--- config.mk ---
export PLATFORM = sky130hd
export DESIGN_NAME = unit_sched
export DESIGN_NICKNAME = d
export VERILOG_FILES = /design/src/rtl/unit_sched_pkg.sv /design/src/rtl/unit_sched_rr_pick.sv /design/src/rtl/unit_sched.sv
export SDC_FILE = /design/constraint.sdc
export NUM_CORES = 1
export LEC_CHECK = 0
export BUFFER_PORTS_ARGS = -buffer_cell sky130_fd_sc_hd__buf_4
export CORE_MARGIN = 2
export CORE_UTILIZATION = 40
export DETAILED_ROUTE_END_ITERATION = 16
export PLACE_DENSITY = 0.69
export SLEW_MARGIN = 20
export SYNTH_ARGS = -nofsm -noshare
export SYNTH_HDL_FRONTEND = slang
export SYNTH_SLANG_ARGS = --single-unit
--- constraint.sdc ---
create_clock -name clk -period 2.17 [get_ports clk]
set_input_delay 0.1085 -clock clk [delete_from_list [all_inputs] [get_ports clk]]
set_output_delay 0.1085 -clock clk [all_outputs]
set_load 0.01 [all_outputs]
--- src/rtl/unit_sched_pkg.sv ---
// Shared types and defaults for the round-robin unit scheduler.
// Holds the scheduler state encoding and default sizing.
package unit_sched_pkg;

  typedef enum logic [1:0] {
    IDLE,
    ISSUE,
    WAIT
  } state_e;

  localparam int NUM_REQ_DEF = 4;
  localparam int TIMEOUT_DEF = 16;

endpackage

--- src/rtl/unit_sched_rr_pick.sv ---
// Round-robin winner search: first set request at or above ptr,
// wrapping from N-1 back to 0.
module rr_pick #(
  parameter int N = 4,
  parameter int W = $clog2(N)
) (
  input  logic [N-1:0] req_i,
  input  logic [W-1:0] ptr_i,
  output logic         any_o,
  output logic [W-1:0] index_o
);

  always_comb begin
    logic [W-1:0] j;
    any_o   = 1'b0;
    index_o = '0;
    j       = ptr_i;
    for (int k = 0; k < N; k++) begin
      if (req_i[j] && !any_o) begin
        any_o   = 1'b1;
        index_o = j;
      end
      j = (j == W'(N - 1)) ? '0 : j + W'(1);
    end
  end

endmodule

--- src/rtl/unit_sched.sv ---
// Arbitrates NUM_REQ requesters onto one shared unit, one job at a time,
// with a bounded wait for completion and a sticky timeout flag.
module unit_sched
  import unit_sched_pkg::*;
#(
  parameter int NUM_REQ = NUM_REQ_DEF,
  parameter int TIMEOUT = TIMEOUT_DEF,
  parameter int IW      = $clog2(NUM_REQ),
  parameter int CW      = $clog2(TIMEOUT)
) (
  input  logic               clk,
  input  logic               reset,
  input  logic [NUM_REQ-1:0] req_valid,
  output logic [NUM_REQ-1:0] req_ready,
  output logic [NUM_REQ-1:0] done,
  input  logic               unit_ready,
  output logic               unit_valid,
  input  logic               unit_done,
  output logic [IW-1:0]      owner,
  output logic               busy,
  output logic               timeout_err
);

  state_e        state_q, state_d;
  logic [IW-1:0] ptr_q, ptr_d;
  logic [IW-1:0] owner_q, owner_d;
  logic [CW-1:0] cnt_q, cnt_d;
  logic          terr_q, terr_d;
  logic          pick_any;
  logic [IW-1:0] pick_idx;
  logic [IW-1:0] owner_nxt;

  rr_pick #(
    .N (NUM_REQ),
    .W (IW)
  ) u_pick (
    .req_i   (req_valid),
    .ptr_i   (ptr_q),
    .any_o   (pick_any),
    .index_o (pick_idx)
  );

  assign owner_nxt = (owner_q == IW'(NUM_REQ - 1)) ?
                     '0 : owner_q + IW'(1);

  always_comb begin
    state_d    = state_q;
    ptr_d      = ptr_q;
    owner_d    = owner_q;
    cnt_d      = cnt_q;
    terr_d     = terr_q;
    req_ready  = '0;
    done       = '0;
    unit_valid = 1'b0;
    unique case (state_q)
      IDLE: begin
        if (pick_any) begin
          owner_d = pick_idx;
          state_d = ISSUE;
        end
      end
      ISSUE: begin
        unit_valid = req_valid[owner_q];
        if (!req_valid[owner_q]) begin
          state_d = IDLE;
        end else if (unit_ready) begin
          req_ready[owner_q] = 1'b1;
          state_d            = WAIT;
          cnt_d              = '0;
        end
      end
      WAIT: begin
        if (unit_done) begin
          done[owner_q] = 1'b1;
          state_d       = IDLE;
          ptr_d         = owner_nxt;
        end else if (cnt_q == CW'(TIMEOUT - 1)) begin
          // Abort: no done pulse, but still rotate priority.
          state_d = IDLE;
          terr_d  = 1'b1;
          ptr_d   = owner_nxt;
        end else begin
          cnt_d = cnt_q + CW'(1);
        end
      end
      default: state_d = IDLE;
    endcase
  end

  always_ff @(posedge clk) begin
    if (reset) begin
      state_q <= IDLE;
      ptr_q   <= '0;
      owner_q <= '0;
      cnt_q   <= '0;
      terr_q  <= 1'b0;
    end else begin
      state_q <= state_d;
      ptr_q   <= ptr_d;
      owner_q <= owner_d;
      cnt_q   <= cnt_d;
      terr_q  <= terr_d;
    end
  end

  assign owner       = owner_q;
  assign busy        = (state_q != IDLE);
  assign timeout_err = terr_q;

endmodule

==> results of run 1 <==
## synthesized netlist by cell type, drive strengths merged
library cell,count,area share
clkbuf,1,0.0040
inv,5,0.020
nand3b,1,0.0080
a211oi,2,0.027
nand2b,1,0.0066
ha,6,0.080
nor3,6,0.037
nand2,4,0.016
buf,5,0.040
mux2i,7,0.074
a22o,1,0.0093
o2111a,1,0.012
mux4,1,0.024
a21oi,4,0.021
o22ai,1,0.0066
xor2,2,0.019
o211ai,2,0.016
a2111oi,1,0.029
o31ai,1,0.0080
a2bb2oi,1,0.0093
or2,1,0.0066
nor3b,2,0.016
nor2,12,0.048
xnor2,1,0.0093
dfxtp,11,0.23
o311a,1,0.011
and2,2,0.016
or4b,1,0.011
nor2b,3,0.020
a41oi,1,0.0093
mux2,4,0.048
nand4,1,0.0066
o21ai,3,0.016
and3,9,0.060
and3b,1,0.0093
o2111ai,1,0.016
## flip-flops by register name (all words and copies together), names as in the netlist
| signal | cells |
|---|---|
| cnt_q | 4 |
| timeout_err | 1 |
| owner | 2 |
| ptr_q | 2 |
| state_q | 2 |
## worst register-to-register path, cell delays in order (launching register included)
cell and delay (ns):
dfxtp_1 0.36, ha_1 0.26, or2_1 0.33, a2111oi_4 0.38, o2111ai_2 0.18, and2_4 0.22, a211oi_2 0.20
## worst paths after layout
kind	startpoint	to	slack [ns]	cells after the start
hold / removal	reset	owner[1]$_SDFFE_PP0P_	0.08	2
hold reg to reg	timeout_err$_SDFFE_PP0P_	timeout_err$_SDFFE_PP0P_	0.49	2
setup / recovery	ptr_q[1]$_SDFFE_PP0P_	owner[0]$_SDFFE_PP0P_	0.17	6
setup reg to reg	ptr_q[1]$_SDFFE_PP0P_	owner[0]$_SDFFE_PP0P_	0.17	6
## power by group
group	internal, mW	switching, mW
Clock	0.0711	0.0655
Sequential	0.211	0.0119
Combinational	0.0803	0.0845
Total	0.363	0.162
## routing by layer
metal	share of wire	global-route usage
met3	0.042	0.0200
met1	0.44	0.230
met2	0.51	0.283
met5	0	0
met4	0.0065	0.0726
## through the flow
stage                     utilization  cells
after floorplan                     -    107
after global placement          0.502    152
after detailed placement        0.502    152
after CTS                       0.514    156
after global routing            0.514    156
final                           0.514    156
## cells in the final DEF, fill, tap and decap left out, types with 5 or more instances in the layout
master and n:
buf_4 23, nor2_1 12, dfxtp_1 11, and3_1 9, mux2i_1 7, ha_1 6, inv_1 5, nor3_1 5
## kinds of logic after synthesis
| group | count (synthesis) |
|---|---|
| fa+ha+maj | 6 |
| buf+inv | 11 |
| mux | 12 |
| compound gates | 20 |
| xor+xnor | 3 |
| flops | 11 |
| simple gates | 44 |
## final cells by class
cell class | instances | area share
timing repair buffer | 23 | 0.152
tap | 28 | 0.0308
multi-input combinational | 85 | 0.584
clock buffer | 4 | 0.0231
sequential | 11 | 0.194
inverter | 5 | 0.0165
==> results.ini, run 1 <==
[status]
status = finished clean

[place]
postPlaceCellArea_um2 = 1110
port_buffers = 20
dpl.hpwl_um = 1690
dp_slack_ns = 0.184
place.gp.congestion = 0.938

[pwr]
report.power.total_mw = 0.525
power.static_leakage_nw = 0.499
ir_drop_mv = 0.244
power-per-cell-area_nw_per_um2 = 462

[clock_tree]
worst_skew_pair.late_latency_ns = 0.27
cts_inserted_buffers = 3
tritoncts = yes
cts_hold_repair.buffers = 0
cts_setup_buffers = 0
cts_root_cell = clkbuf_4
clk_pin_slew_ns = 0.07
cts_resized = 0
htreeDepth = 1
cts_max_path_buffers = 2
cts.sinks = 11

[die]
initial_standard_cell_utilization_of_the_core = 0.426
rows = 17
floorplan.io_pins = 21
chipWidth_um = 52.6
die_area_um2 = 2760
core_region_area_um2 = 2210
die_h_um = 52.6

[finish]
antenna_diode_instance_count = 0
design.final.nets = 143
fillCellCount = 219
area_delta_synth_final_pct = 20.4
area_of_combinational_cells_with_multiple_inputs_um2 = 663
final-seq-area_um2 = 220
final_layout_size_suffix_gt1_frac = 0.289
post-route-cell-area_um2 = 1140

[setup_path]
timing_worst_setup_path_type = reg -> reg
critPathSlowestCell = a2111oi_4
worst-endpoint-arrival_ns = 2.19
cp_top_delay_family = compound AO/OA/AOI/OAI gates
critPathRequiredTime_ns = 2.36
timing.critical_path.buf_inv = 0
critical_path.cell_chain = ha_1 -> or2_1 -> a2111oi_4 -> o2111ai_2 -> and2_4 -> a211oi_2
startpoint_kind_of_the_worst_setup_timing_path = register
critPathMaxFanout = 7
endpoint_kind = register
crit_path_max_incr_delay_ns = 0.38

[sta]
worst_clock_skew_ns = 0.00696
worst_hold_slack_ns = 0.0820
slew-limit-headroom = 0.729
endpoints_failing_setup = 0
final-max-slew-violation-count = 0
max_freq_mhz = 500
timing.final.crit_period_ns = 2.00
tightestPinTransition_ns = 0.405
final.setup.tns_ns = 0
timing.final.ws_setup_ns = 0.172
hold_fails_final_rpt = 0
unrepaired_setup_endpoints_after_global_routing = false
final_worst_path_period_share = 0.921

[global_route]
grt_antenna_before_repair = 0
maximum_number_of_pins_on_one_net_before_global_route_repair = 12
overflow = 0
grt_pass1_vias = 812
grt_usage = 0.174
first_pass_grt_wire_length_um = 3610

[synthesis]
synthesized_nets = 121
synth_seq_cells = 11
synthXorXnorAreaFrac = 0.0279
synth_top_family_by_area = simple AND/OR/NAND/NOR gates
synth-compound-area-share = 0.190
post_synth.cell_area_avg_um2 = 8.82
synth.distinct_cells = 39
synth_fa_ha_area_frac = 0.0796
synthSimpleGateAreaFrac = 0.260
post_synth_instance_area_um2 = 943
synth.yosys.seq_area_share = 0.233
ys.warnings.count = 0
synth.area.mux_share = 0.146
number_of_instances_in_the_synthesized_netlist = 107

[route]
postRouteWirelength_um = 2140
num_vias = 870
detail_route.wl_per_cell_um = 13.7
avgViaCountPerCell = 5.58
detail_route.iter0.violations = 20
detail_route.drc_violations = 0
drt_pass1_iterations = 6
drt.antenna.violating_nets = 0

[hold_path]
holdCritPathClass = in -> reg

[job]
drv.max_cap_violation_count = 0

(Power assumes the default switching activity.)
==> run 2: changes to the inputs <==
Settings changed: CORE_UTILIZATION 40 to 53, PLACE_DENSITY 0.69 to 0.85.
==> run 2 against run 1 <==
  * Maximum frequency decreased by 1.2%
  * Critical path depth unchanged
  * Count of clock-buffer cells in the layout unchanged
  * Utilization rose by 15 points
  * Register-to-register slack got worse by 0.02 ns
  * Largest cell class unchanged
  * Largest power group unchanged
==> results.ini, run 2 (same netlist as run 1, synthesis figures left out) <==
[finish]
design.final.nets = 143
post-route-cell-area_um2 = 1130
count_of_non_filler_cells_in_the_finished_layout = 153
fillCellCount = 151
post-route-util = 0.663
area_of_combinational_cells_with_multiple_inputs_um2 = 663
antenna_diode_instance_count = 0
layout_common_cells = 23 x buf_4, 12 x nor2_1, 11 x dfxtp_1
layout.cells.most_common = buf_4
final_layout_size_suffix_gt1_frac = 0.289
regMostFlops = cnt_q
area_delta_synth_final_pct = 20.0
flip_flop_count_of_the_largest_register_after_layout = 4
final-seq-area_um2 = 220

[clock_tree]
cts_setup_buffers = 0
tritoncts = yes
htreeDepth = 1
cts_max_path_buffers = 2
clk_pin_slew_ns = 0.07
cts_hold_repair.buffers = 0
worst_skew_pair.late_latency_ns = 0.28
cts_root_cell = clkbuf_4
cts_inserted_buffers = 3
cts.sinks = 11
cts_resized = 0

[die]
core_region_area_um2 = 1710
die_h_um = 46.2
die_area_um2 = 2130
floorplan.io_pins = 21
initial_standard_cell_utilization_of_the_core = 0.552
chipWidth_um = 46.2
rows = 15

[setup_path]
r2r_setup_slack_ns = 0.15
cp-startpoint = ptr_q[1]$_SDFFE_PP0P_
worst_r2r_endpoint = owner[0]$_SDFFE_PP0P_
timing_worst_setup_path_type = reg -> reg
worst-endpoint-arrival_ns = 2.23
critPathMaxFanout = 7
startpoint_kind_of_the_worst_setup_timing_path = register
r2r_start = ptr_q[1]$_SDFFE_PP0P_
worst-r2r-cell-count = 6
endpoint = owner[0]$_SDFFE_PP0P_
endpoint_kind = register
critPathRequiredTime_ns = 2.38

[route]
detail_route.drc_violations = 0
detail_route.iter0.violations = 16
detail_route.wl_per_cell_um = 14.2
postRouteWirelength_um = 2170
drt_pass1_iterations = 4
num_vias = 878
avgViaCountPerCell = 5.74
drt.antenna.violating_nets = 0

[sta]
timing.final.ws_setup_ns = 0.148
final-max-slew-violation-count = 0
final.setup.tns_ns = 0
slew-limit-headroom = 0.743
hold_fails_final_rpt = 0
timing.final.crit_period_ns = 2.02
tightestPinTransition_ns = 0.383
final_worst_path_period_share = 0.932
worst_hold_slack_ns = 0.0761
unrepaired_setup_endpoints_after_global_routing = false
worst_clock_skew_ns = 0.00384
max_freq_mhz = 494
endpoints_failing_setup = 0

[pwr]
power-per-cell-area_nw_per_um2 = 473
ir_drop_mv = 0.342
power.static_leakage_nw = 0.499
report.power.total_mw = 0.535

[place]
dpl.hpwl_um = 1730
place.gp.congestion = 0.863
postPlaceCellArea_um2 = 1110
dp_cells = 149
dp_slack_ns = 0.168
port_buffers = 20

[global_route]
overflow = 0
grt_antenna_before_repair = 0
first_pass_grt_wire_length_um = 3480
grt_usage = 0.231
grt_pass1_vias = 779
maximum_number_of_pins_on_one_net_before_global_route_repair = 12

[hold_path]
holdCritPathClass = in -> reg

[status]
status = finished clean

[job]
drv.max_cap_violation_count = 0

[run 2: critical path: stages, from the launching register on]
cell       delay, ns
dfxtp_1         0.36
ha_1            0.26
or2_1           0.35
a2111oi_4       0.39
o2111ai_2       0.17
and2_4          0.21
a211oi_2        0.20
[run 2: cell type report]
| class | instances | share of cell area |
|---|---|---|
| Multi-Input combinational cell | 85 | 0.586 |
| Sequential cell | 11 | 0.194 |
| Timing Repair Buffer | 23 | 0.152 |
| Tap cell | 25 | 0.0276 |
| Clock buffer | 4 | 0.0232 |
| Inverter | 5 | 0.0166 |
[run 2: power breakdown]
group / total, mW / internal [mW] / leakage, nW / switching [mW]
registers: 0.224 / 0.211 / 0.0895 / 0.0129
clock network: 0.149 / 0.0715 / 0.0150 / 0.0772
logic: 0.163 / 0.0794 / 0.395 / 0.0832
[run 2: layer usage]
layer	track usage	wire (µm)	vias up
li1	-	-	434
met5	0	0	-
met2	0.417	1100	24
met4	0.0857	31	0
met3	0.0353	64	5
met1	0.270	968	415
[run 2: worst min path at each step]
stage	to	slack [ns]	startpoint	cells after the start
floorplan	cnt_q[3]$_SDFFE_PP0P_	0.19	reset	1
global placement	owner[1]$_SDFFE_PP0P_	0.37	reset	2
detailed placement	owner[0]$_SDFFE_PP0P_	0.37	reset	2
CTS	owner[1]$_SDFFE_PP0P_	0.07	reset	2
global route	owner[1]$_SDFFE_PP0P_	0.09	reset	2
finish	owner[1]$_SDFFE_PP0P_	0.08	reset	2
